===== src/rtl/timer_irq_pkg.sv =====
// Shared definitions for the timer_irq block: register map, CTRL fields, modes, FSM states.
// Latency: n/a (constants and types only).
// Backpressure: n/a.
package timer_irq_pkg;

  // Word offsets on the 2-bit register address.
  localparam logic [1:0] ADDR_CTRL   = 2'd0;
  localparam logic [1:0] ADDR_PRESET = 2'd1;
  localparam logic [1:0] ADDR_COUNT  = 2'd2;

  // CTRL bit positions.
  localparam int CTRL_EN_BIT   = 0;
  localparam int CTRL_MODE_LSB = 1;
  localparam int CTRL_MODE_MSB = 2;
  localparam int CTRL_IM_BIT   = 3;

  // MODE encodings; the two unused codes fall back to one-shot behaviour.
  localparam logic [1:0] MODE_ONESHOT = 2'b00;
  localparam logic [1:0] MODE_RELOAD  = 2'b01;

  typedef enum logic [1:0] {
    ST_IDLE = 2'd0,
    ST_LOAD = 2'd1,
    ST_CNT  = 2'd2,
    ST_INT  = 2'd3
  } state_t;

endpackage


===== src/rtl/timer_irq.sv =====
// Programmable down-counter with one-shot / auto-reload modes and a maskable interrupt.
// Latency: EN write at edge t0 -> LOAD after t0+1, COUNT=PRESET after t0+2, pending after t0+3+PRESET.
// Backpressure: none; register writes always complete in one cycle, reads are combinational.
//
// Ports:
//   clk    - system clock, all state changes on rising edge
//   reset  - asynchronous active-low reset
//   addr   - register select (0 CTRL, 1 PRESET, 2 COUNT, 3 reserved)
//   we     - write strobe, sampled at the clock edge
//   wdata  - write data
//   rdata  - combinational read data, zero-extended; reserved reads 0
//   irq    - registered interrupt request (pending AND IM)
module timer_irq
  import timer_irq_pkg::*;
#(
  parameter int COUNT_W = 32
) (
  input  logic        clk,
  input  logic        reset,
  input  logic [1:0]  addr,
  input  logic        we,
  input  logic [31:0] wdata,
  output logic [31:0] rdata,
  output logic        irq
);

  state_t               state_q, state_d;
  logic                 en_q, en_d;
  logic [1:0]           mode_q, mode_d;
  logic                 im_q, im_d;
  logic [COUNT_W-1:0]   preset_q, preset_d;
  logic [COUNT_W-1:0]   count_q, count_d;
  logic                 pending_q, pending_d;
  logic                 ctrl_wr;
  logic                 preset_wr;

  assign ctrl_wr   = we && (addr == ADDR_CTRL);
  assign preset_wr = we && (addr == ADDR_PRESET);

  always_comb begin
    state_d   = state_q;
    en_d      = en_q;
    mode_d    = mode_q;
    im_d      = im_q;
    preset_d  = preset_q;
    count_d   = count_q;
    pending_d = pending_q;

    // The FSM acts on the CTRL value held before this edge, so a CTRL
    // write only changes counting behaviour from the following edge on.
    case (state_q)
      ST_IDLE: begin
        if (en_q) state_d = ST_LOAD;
      end
      ST_LOAD: begin
        count_d = preset_q;
        state_d = ST_CNT;
      end
      ST_CNT: begin
        if (!en_q) begin
          state_d = ST_IDLE;
        end else if (count_q == '0) begin
          // Zero is detected before decrementing, so the counter never wraps.
          state_d   = ST_INT;
          pending_d = 1'b1;
        end else begin
          count_d = count_q - COUNT_W'(1);
        end
      end
      ST_INT: begin
        if (mode_q == MODE_RELOAD) begin
          pending_d = 1'b0;
        end else begin
          en_d = 1'b0;
        end
        state_d = ST_IDLE;
      end
      default: state_d = ST_IDLE;
    endcase

    // A CTRL write overrides whatever the FSM did to EN/MODE/IM/pending
    // on the same edge: software acknowledge always wins.
    if (ctrl_wr) begin
      en_d      = wdata[CTRL_EN_BIT];
      mode_d    = wdata[CTRL_MODE_MSB:CTRL_MODE_LSB];
      im_d      = wdata[CTRL_IM_BIT];
      pending_d = 1'b0;
    end

    // PRESET is only consumed in LOAD, so a mid-count write affects the next period.
    if (preset_wr) begin
      preset_d = wdata[COUNT_W-1:0];
    end
  end

  always_ff @(posedge clk or negedge reset) begin
    if (!reset) begin
      state_q   <= ST_IDLE;
      en_q      <= 1'b0;
      mode_q    <= MODE_ONESHOT;
      im_q      <= 1'b0;
      preset_q  <= '0;
      count_q   <= '0;
      pending_q <= 1'b0;
      irq       <= 1'b0;
    end else begin
      state_q   <= state_d;
      en_q      <= en_d;
      mode_q    <= mode_d;
      im_q      <= im_d;
      preset_q  <= preset_d;
      count_q   <= count_d;
      pending_q <= pending_d;
      // Built from next-state values so irq lines up with pending in the same cycle.
      irq       <= pending_d & im_d;
    end
  end

  always_comb begin
    rdata = '0;
    case (addr)
      ADDR_CTRL: begin
        rdata[CTRL_EN_BIT]                 = en_q;
        rdata[CTRL_MODE_MSB:CTRL_MODE_LSB] = mode_q;
        rdata[CTRL_IM_BIT]                 = im_q;
      end
      ADDR_PRESET: rdata = 32'(preset_q);
      ADDR_COUNT:  rdata = 32'(count_q);
      default:     rdata = '0;
    endcase
  end

endmodule


===== config.mk =====
export PLATFORM = sky130hd
export DESIGN_NAME = timer_irq
export DESIGN_NICKNAME = d
export VERILOG_FILES = /design/src/rtl/timer_irq_pkg.sv /design/src/rtl/timer_irq.sv
export SDC_FILE = /design/constraint.sdc
export NUM_CORES = 1
export LEC_CHECK = 0
export ABC_AREA = 1
export CORE_ASPECT_RATIO = 0.5
export CORE_MARGIN = 2
export CORE_UTILIZATION = 50
export DETAILED_ROUTE_END_ITERATION = 8
export HOLD_SLACK_MARGIN = 0.08
export PLACE_DENSITY = 0.86
export SLEW_MARGIN = 20
export SYNTH_ARGS = -nofsm -noshare
export SYNTH_HDL_FRONTEND = slang
export SYNTH_SLANG_ARGS = --single-unit

===== constraint.sdc =====
create_clock -name clk -period 2.2 [get_ports clk]
set_input_delay 0.66 -clock clk [delete_from_list [all_inputs] [get_ports clk]]
set_output_delay 0.66 -clock clk [all_outputs]
set_load 0.03 [all_outputs]

======== Word-level counts from Yosys, hierarchy flattened ========
Cells that the tools add are included.
word-level totals
  bits in registers ....................... 72
  output and inout port bits .............. 33
cells by class
  add/subtract/negate cells ............... 1
  eq/ne operators ......................... 11
  multiplexer cells ....................... 18
  bitwise gates (word level) .............. 1
  reduce and logical (&&, ||, !) cells .... 10
operators with widths
  cell                                                number
  2-to-1 mux 32 bit                                   2
  one-hot mux 32 bit (2 select lines)                 1
  one-hot mux 28 bit (2 select lines)                 1
  logical NOT 32 bit                                  1
  subtractor 32 x 1 -> 32 bit, second input constant  1
  one-hot mux 4 bit (3 select lines)                  1
  2-to-1 mux 1 bit                                    8
  inequality test 2 bit, second input constant        4
  one-hot mux 2 bit (4 select lines)                  1
  == test 2 x 1 -> 1 bit, second input constant       3
  == test 2 bit, second input constant                3
  2-to-1 mux 2 bit                                    3
  logical NOT 2 bit                                   2
  AND reduction 2 bit                                 2
  nonzero test 2 bit                                  2
  inequality test 3 bit, second input constant        1
  AND reduction 3 bit                                 1
  logical AND 1 bit                                   2
  one-hot mux 1 bit (2 select lines)                  1
  bitwise AND 1 bit                                   1

======== Logic depth before layout (Yosys ltp) ========
Gate-level depths: netlist (run 1).
  depth after elaboration ................. 6
  gate-level depth with buffers ........... 13
  depth with buffers taken out ............ 11

======== Worst setup path after synthesis (run 1) ========
OpenSTA, ideal clock, no wires.
  kind .................................... input to output
  start ................................... input port addr[1]
  end ..................................... output port rdata[10]
  arrival time ............................ 1891 ps
  path slack .............................. -351 ps
  stages on the path ...................... 6
  cell sequence ........................... inv_1 > ha_1 > clkbuf_1 > clkbuf_1 > nand2_1 > a21oi_1
on the way
  cells in the longest elaborated chain, start to end .. 2
  elaborated cells on any way between the ends .. 3
  classes of those cells .................. eq/ne: 2; mux: 1
RTL lines
  item                                                            RTL line          source
  from (decl)                                                     timer_irq.sv:20   input logic [1:0] addr,
  == test 2 bit / == test 2 x 1 -> 1 bit (equally long branches)  timer_irq.sv:121  case (addr)
  one-hot mux 28 bit (2 select lines) (*)                         timer_irq.sv:121
  to (decl)                                                       timer_irq.sv:23   output logic [31:0] rdata,
Every way passes the cells marked *; elsewhere a longest branch is shown, timed or not.

======== Worst setup path in the final report (run 1) ========
  start ................................... input port addr[0]
  end ..................................... output port rdata[11]
Same word-level chain as after synthesis.

==> reports/results.tsv, run 1 <==
stage	metric	value	unit
run_status	outcome	complete, but fails checks	
run_status	failing checks	setup timing	
clock_network	Clk Latency, worst-skew pair	0.35	ns
final_layout	Filler cells	597	
routing	average wire per standard cell	18.2	um
power_and_ir_drop	Comb pwr share	46.7	%
global_route	Tot GR Track Use	31.5	%
worst_setup_path	Critical Path End Type	output pin	
worst_setup_path	required time worst endpoint	1.54	ns
floorplanning	Die Area	10100	um2
global_route	largest net degree at the start of global routing	73	
floorplanning	initial core utilization	52.2	%
final_layout	Area Overhead vs Synth	47.9	%
routing	Vias per Instance	5.82	
final_layout	layout cell share with drive strength beyond 1	26.8	%
global_route	initial antenna violation count	0	
timing	worst relative slew slack	68.0	%
synth	Synth area leader	dfrtp_1	
routing	DR iter-0 viols	570	
synth	sequential share of the synthesized area	39.1	%
routing	DRC viols	0	
synth	FFs w/ async S/R, synth	100	%
power_and_ir_drop	Internal	4.18	mW
power_and_ir_drop	Tot Pwr	7.78	mW
clock_network	clk sinks	72	
routing	ANT nets after route	0	
power_and_ir_drop	part of the power in registers	31.1	%
timing	Worst Max-Slew Pin Slew	0.478	ns
synth	Cell variety after synth	29	
global_route	vias in the first global route	4824	
clock_network	Clock Tree Root	clkbuf_16	
worst_setup_path	crit path max fanout	8	
timing	pins over their slew limit	0	
floorplanning	Die W	140	um
timing	Final min period	2.35	ns
clock_network	CTS tree	yes	
worst_setup_path	reg2reg setup slack	0.04	ns
routing	vias after detailed routing	5198	
worst_setup_path	Arrival @ worst endpoint	1.69	ns
power_and_ir_drop	net switching power	3.60	mW
floorplanning	core area	8830	um2
timing	post-route setup TNS	-2.91	ns
synth	Synth Register Bits	72	
placed_design	routability congestion estimate from global placement	0.947	
routing	TritonRoute pass-1 iters	5	
power_and_ir_drop	Pleak	3.19	nW
clock_network	clock-pin transition on the worst setup and hold timing paths	0.06	ns
synth	Mapped Nets	728	
synth	prevailing post-synth register cell	dfrtp_1	
synth	top cell type's share of synthesized area	39.1	%
timing	worst setup margin	-0.152	ns
worst_setup_path	cell family with most CP delay	buffers and inverters	
final_layout	Layout Utilization	77.2	%
synth	Avg Synthesized Cell Area	6.73	um2
synth	top post-synthesis cells by area	dfrtp_1 (39%), nand2_1 (19%), nand3_1 (8.0%)	
timing	unrepaired setup endpoints after global routing	yes	
power_and_ir_drop	clock power share	22.2	%
synth	Gate Count Post-Synth	685	
final_layout	Inserted Diodes	0	
timing	Final Cycle Share	107	%
clock_network	CTS max path bufs	2	
global_route	first-pass GRT wire length	24.5	mm
placed_design	port bufs	69	
synth	EDFF count, synth	0	
power_and_ir_drop	sw frac	46.3	%
clock_network	number of H-tree levels	3	
worst_setup_path	Crit path largest cell delay	0.17	ns
clock_network	TritonCTS buffer count	9	
worst_setup_path	crit path kind	primary input to output pin	
worst_setup_path	r2r startpoint	count_q[0]	
routing	final wirelength	16.3	mm
final_layout	# nets final	814	
synth	warnings from Yosys	0	
worst_setup_path	crit path buf inv count	5	
synth	post-synthesis instance area	4610	um2
floorplanning	num rows	24	
floorplanning	DIE HEIGHT	71.9	um
power_and_ir_drop	P per Cell Area	1140	nW/um2
min_path	Hold WC Path Type	primary input to asynchronous set/reset pin	
power_and_ir_drop	maximum VDD drop	0.000667	V
floorplanning	number of placed I/O pins	70	
worst_setup_path	Reg2Reg Depth	9	
worst_setup_path	CP Launch Type	primary input	
worst_setup_path	Critical-path top delay cell	buf_12	
timing	Fin. Hold Viols	0	
timing	Finish-stage setup viols	32	
global_route	total congestion overflow	0	
timing	final clock skew	0.00825	ns
worst_setup_path	R2R Path End	count_q[10]	
placed_design	post-detail-place hpwl	9.43	mm
placed_design	post-place setup slack	-0.640	ns
timing	achievable frequency	425	MHz
flow_run	Max-cap violations	0	
worst_setup_path	crit-path cells	buf_12 -> clkinv_8 -> ha_4 -> buf_6 -> buf_12 -> nand2_4 -> a21oi_4 -> buf_6	
## cells in the mapped netlist (4+ instances only)
| library cell | n |
|---|---|
| nor2_2 | 4 |
| nand3_1 | 74 |
| inv_1 | 56 |
| buf_2 | 5 |
| nand4_1 | 7 |
| o21ai_0 | 30 |
| ha_1 | 6 |
| mux2_2 | 16 |
| inv_2 | 7 |
| nand2_1 | 232 |
| xor2_1 | 4 |
| nor2_1 | 84 |
| a21oi_1 | 44 |
| dfrtp_1 | 72 |
| clkbuf_1 | 19 |
## cells in the final DEF (no fill, tap or decap), types with 2 or more instances in the layout
master and count:
a21oi_1 16, a21oi_4 28, buf_12 12, buf_16 5, buf_4 17, buf_6 32, bufinv_16 3, clkbuf_16 10
clkdlybuf4s50_1 34, clkinv_4 2, dfrtp_1 72, ha_1 3, ha_4 3, inv_1 50, inv_2 10, mux2_2 16
nand2_1 188, nand2_2 31, nand2_4 17, nand3_1 70, nand3_2 5, nand3b_1 2, nand4_1 7, nor2_1 83
nor2_2 5, nor2_4 2, nor3_1 2, o21ai_0 30, or2_2 3, xnor2_1 3, xor2_1 4
## registers in the layout, indices dropped and copies added (netlist names)
name and flops:
state_q 2, preset_q 32, en_q 1, im_q 1, pending_q 1, mode_q 2
count_q 32, irq 1
## metrics by stage
step | std cells | hold slack (ns) | instance area, um2
floorplan | 685 | 0.364 | 4950
finish | 893 | 0.347 | 6820
CTS | 892 | 0.360 | 6650
detailed placement | 865 | 0.499 | 5830
global route | 893 | 0.385 | 6820
global placement | 865 | 0.487 | 5830
## cell families after synthesis
family / Yosys count / synth area share [%]
DFF: 72 / 39.1
muxes: 16 / 3.91
xor gates and xnor gates: 7 / 1.33
adders and majority gates: 6 / 1.63
AOI/OAI and AO/OA: 77 / 8.49
and+or+nand+nor: 416 / 37.7
buffers and inverters: 91 / 7.87
## area by class of cell
cell class,instances,area [um2],area share (%)
Sequential cell,72,1800,26.4
Tap cell,117,146,2.15
Timing Repair Buffer,103,1250,18.4
Multi-Input combinational cell,522,3010,44.2
Inverter,63,262,3.84
Clock buffer,9,225,3.30
Clock inverter,7,120,1.76
## repair_timing
item | in CTS | in global routing
buffers inserted | 6 | 1
pin swaps | 6 | 13
endpoints found under the setup margin | 32 | 35
hold buffers | 0 | 0
endpoints found under the hold margin | 0 | 0
resized for setup | 89 | 48
gates cloned | 5 | 1
## per-layer routing
| metal | GRT usage, % | part of all wire (%) |
|---|---|---|
| met5 | 0 | 0 |
| met4 | 12.0 | 4.2 |
| met3 | 7.92 | 11 |
| met2 | 50.5 | 45 |
| met1 | 42.0 | 41 |
## worst max path at each step
stage	startpoint	end	slack (ns)	depth (start not counted)
after floorplan	addr[0]	rdata[15]	-0.01	5
after global placement	addr[0]	rdata[28]	-0.58	7
after detailed placement	addr[0]	rdata[19]	-0.64	7
after CTS	addr[0]	rdata[17]	-0.12	8
after global routing	addr[0]	rdata[1]	-0.15	10
final	addr[0]	rdata[11]	-0.15	8
## power groups by stage
stage	combinational, mW	clock [mW]	sequential, mW
floorplan	2.42	0	2.15
global placement	3.08	0	2.30
detailed placement	3.21	0	2.31
CTS	3.42	1.72	2.32
global route	3.94	1.78	2.47
finish	3.63	1.73	2.42
Power figures use the tool's default switching activity.
==> inputs of run 2 (changes only) <==
--- a/config.mk
+++ b/config.mk
@@ -8,10 +8,11 @@
 export ABC_AREA = 1
 export CORE_ASPECT_RATIO = 0.5
 export CORE_MARGIN = 2
-export CORE_UTILIZATION = 50
+export CORE_UTILIZATION = 51
+export CTS_BUF_LIST = sky130_fd_sc_hd__clkbuf_2 sky130_fd_sc_hd__clkbuf_4 sky130_fd_sc_hd__clkbuf_8
 export DETAILED_ROUTE_END_ITERATION = 8
 export HOLD_SLACK_MARGIN = 0.08
-export PLACE_DENSITY = 0.86
+export PLACE_DENSITY = 0.87
 export SLEW_MARGIN = 20
 export SYNTH_ARGS = -nofsm -noshare
 export SYNTH_HDL_FRONTEND = slang
==> run 2 against run 1 <==
  * The run still ends with setup timing left
  * Final area shrank 5.2%
  * Sequential share of layout area is 1.4 points higher
  * Largest cell class unchanged
  * Largest power group unchanged
  * Sequential power decreased by 4%
  * Maximum frequency is 1.1% higher
  * Clock power decreased by 43%
==> reports/results.tsv, run 2 (synthesis results as in run 1) <==
stage	metric	value	unit
run_status	outcome	complete, but fails checks	
run_status	failing checks	setup timing	
final_layout	Layout Utilization	74.0	%
global_route	total congestion overflow	0	
power_and_ir_drop	Comb pwr share	51.3	%
floorplanning	initial core utilization	52.8	%
worst_setup_path	Critical Path End Type	output pin	
timing	Fin. Hold Viols	0	
clock_network	number of H-tree levels	3	
floorplanning	Die W	138	um
clock_network	Clk Latency, worst-skew pair	0.36	ns
final_layout	Area Overhead vs Synth	40.2	%
timing	final clock skew	0.00723	ns
timing	achievable frequency	430	MHz
routing	final wirelength	14.4	mm
routing	DR iter-0 viols	524	
timing	Final min period	2.33	ns
final_layout	Top Registers	count_q: 32 flops, preset_q: 32 flops	
worst_setup_path	crit path kind	primary input to output pin	
floorplanning	number of placed I/O pins	70	
clock_network	TritonCTS buffer count	9	
power_and_ir_drop	sw frac	48.2	%
global_route	first-pass GRT wire length	22.6	mm
timing	Finish-stage setup viols	32	
global_route	vias in the first global route	4578	
routing	vias after detailed routing	4925	
power_and_ir_drop	net switching power	3.29	mW
timing	unrepaired setup endpoints after global routing	yes	
timing	worst setup margin	-0.127	ns
timing	worst relative slew slack	62.6	%
worst_setup_path	CP startpoint	addr[0]	
floorplanning	DIE HEIGHT	71.2	um
routing	DRC viols	0	
power_and_ir_drop	clock power share	14.5	%
placed_design	Cells after DPL	865	
final_layout	Post-Layout Cell Count	889	
timing	Final Cycle Share	106	%
floorplanning	num rows	24	
worst_setup_path	Arrival @ worst endpoint	1.67	ns
power_and_ir_drop	P per Cell Area	1050	nW/um2
clock_network	CTS max path bufs	2	
worst_setup_path	Critical-path top delay cell	ha_4	
global_route	Tot GR Track Use	29.0	%
routing	average wire per standard cell	16.2	um
clock_network	clock-pin transition on the worst setup and hold timing paths	0.08	ns
worst_setup_path	Critical Path Most Common Cell	buf_12	
min_path	Hold WC Path Type	primary input to asynchronous set/reset pin	
final_layout	flip-flop and latch area	1800	um2
timing	post-route setup TNS	-2.63	ns
power_and_ir_drop	part of the power in registers	34.2	%
worst_setup_path	r2r startpoint	count_q[25]	
flow_run	Max-cap violations	0	
floorplanning	core area	8740	um2
placed_design	port bufs	69	
worst_setup_path	CP Launch Type	primary input	
timing	Worst Max-Slew Pin Slew	0.560	ns
floorplanning	Die Area	9860	um2
final_layout	commonest non-fill, non-tap cells in the layout	nand2_1 (212), nor2_1 (84), dfrtp_1 (72)	
worst_setup_path	crit path max fanout	8	
timing	pins over their slew limit	0	
final_layout	multi-input logic area	2880	um2
clock_network	number of hold buffers added after cts	0	
routing	Vias per Instance	5.54	
final_layout	leading cell type in the layout, fill and taps excluded	nand2_1	
worst_setup_path	crit-path cells	buf_12 -> inv_6 -> ha_4 -> inv_6 -> buf_12 -> buf_16 -> a21oi_4 -> buf_12	
routing	TritonRoute pass-1 iters	6	
final_layout	Filler cells	667	
clock_network	Clock Tree Root	clkbuf_8	
power_and_ir_drop	maximum VDD drop	0.000554	V
clock_network	clk sinks	72	
final_layout	# nets final	811	
worst_setup_path	required time worst endpoint	1.54	ns
routing	ANT nets after route	0	
power_and_ir_drop	Pleak	2.98	nW
global_route	largest net degree at the start of global routing	73	
placed_design	routability congestion estimate from global placement	0.945	
clock_network	CTS tree	yes	
power_and_ir_drop	Internal	3.53	mW
final_layout	layout cell share with drive strength beyond 1	23.1	%
placed_design	post-detail-place hpwl	9.36	mm
final_layout	Inserted Diodes	0	
global_route	initial antenna violation count	0	
worst_setup_path	Crit path largest cell delay	0.27	ns
==> run 2: cell types whose count changed in the layout (fill, tap and decap cells not counted), sizes merged <==
| cell | previous run | this run |
|---|---|---|
| buf | 68 | 63 |
| inv | 62 | 63 |
| bufbuf | 0 | 1 |
| clkbuf | 10 | 14 |
| clkinv | 4 | 2 |
| bufinv | 3 | 0 |
==> run 2: layer usage <==
layer  share of wire, %  track usage (%)  wire length [um]  up-vias
met5                  0                0                 0        -
met4                1.2             7.94               173        0
met3                9.9             6.08              1420       18
met2                 45             45.9              6540      233
met1                 44             41.2              6280     2332
li1                   -                -                 -     2342
==> run 2: area by class of cell <==
class / instances / share of cell area, %
clock buffer: 12 / 2.46
sequential: 72 / 27.9
multi-input combinational: 522 / 44.6
clock inverter: 3 / 0.271
tap: 117 / 2.26
timing repair buffer: 100 / 18.6
inverter: 63 / 3.93
==> run 2: worst paths after layout <==
path / endpoint / slack (ns) / cells past startpoint
max in group asynchronous: preset_q[28] / 1.56 / 2
hold / removal: mode_q[1] / 0.31 / 2
hold reg to reg: state_q[0] / 0.51 / 1
setup reg to reg: count_q[17] / 0.14 / 11
setup / recovery: rdata[28] / -0.13 / 8
min in group clk: state_q[0] / 0.51 / 1
==> run 2: critical path, delay by kind of cell <==
kind | cells | cell delay, ns
AO/OA/AOI/OAI | 1 | 0.14
buffers and inverters | 6 | 0.59
adder cells (fa/ha/maj) | 1 | 0.27
==> run 2: timing repair <==
| action | in CTS | in global routing |
|---|---|---|
| pin swaps | 1 | 5 |
| gates resized for setup | 48 | 44 |
| cloned | 3 | 3 |
| endpoints found under the setup margin | 32 | 33 |
| setup buffers | 1 | 2 |
==> run 2: through the flow <==
step	setup WS, ns	total power, mW	cell area (um2)	hold WS [ns]
2_1_floorplan	-0.0111	4.57	4950	0.364
3_3_place_gp	-0.545	5.40	5830	0.492
3_5_place_dp	-0.580	5.54	5830	0.498
4_1_cts	-0.124	6.62	6250	0.331
5_1_grt	-0.153	7.30	6470	0.359
6_report	-0.127	6.82	6470	0.310
==> run 2: power by group through the flow <==
stage	Combinational (mW)	Clock (mW)	Sequential [mW]
after floorplan	2.42	0	2.15
after global placement	3.12	0	2.28
after detailed placement	3.24	0	2.30
after CTS	3.35	0.990	2.28
after global routing	3.87	1.03	2.39
final	3.50	0.988	2.33
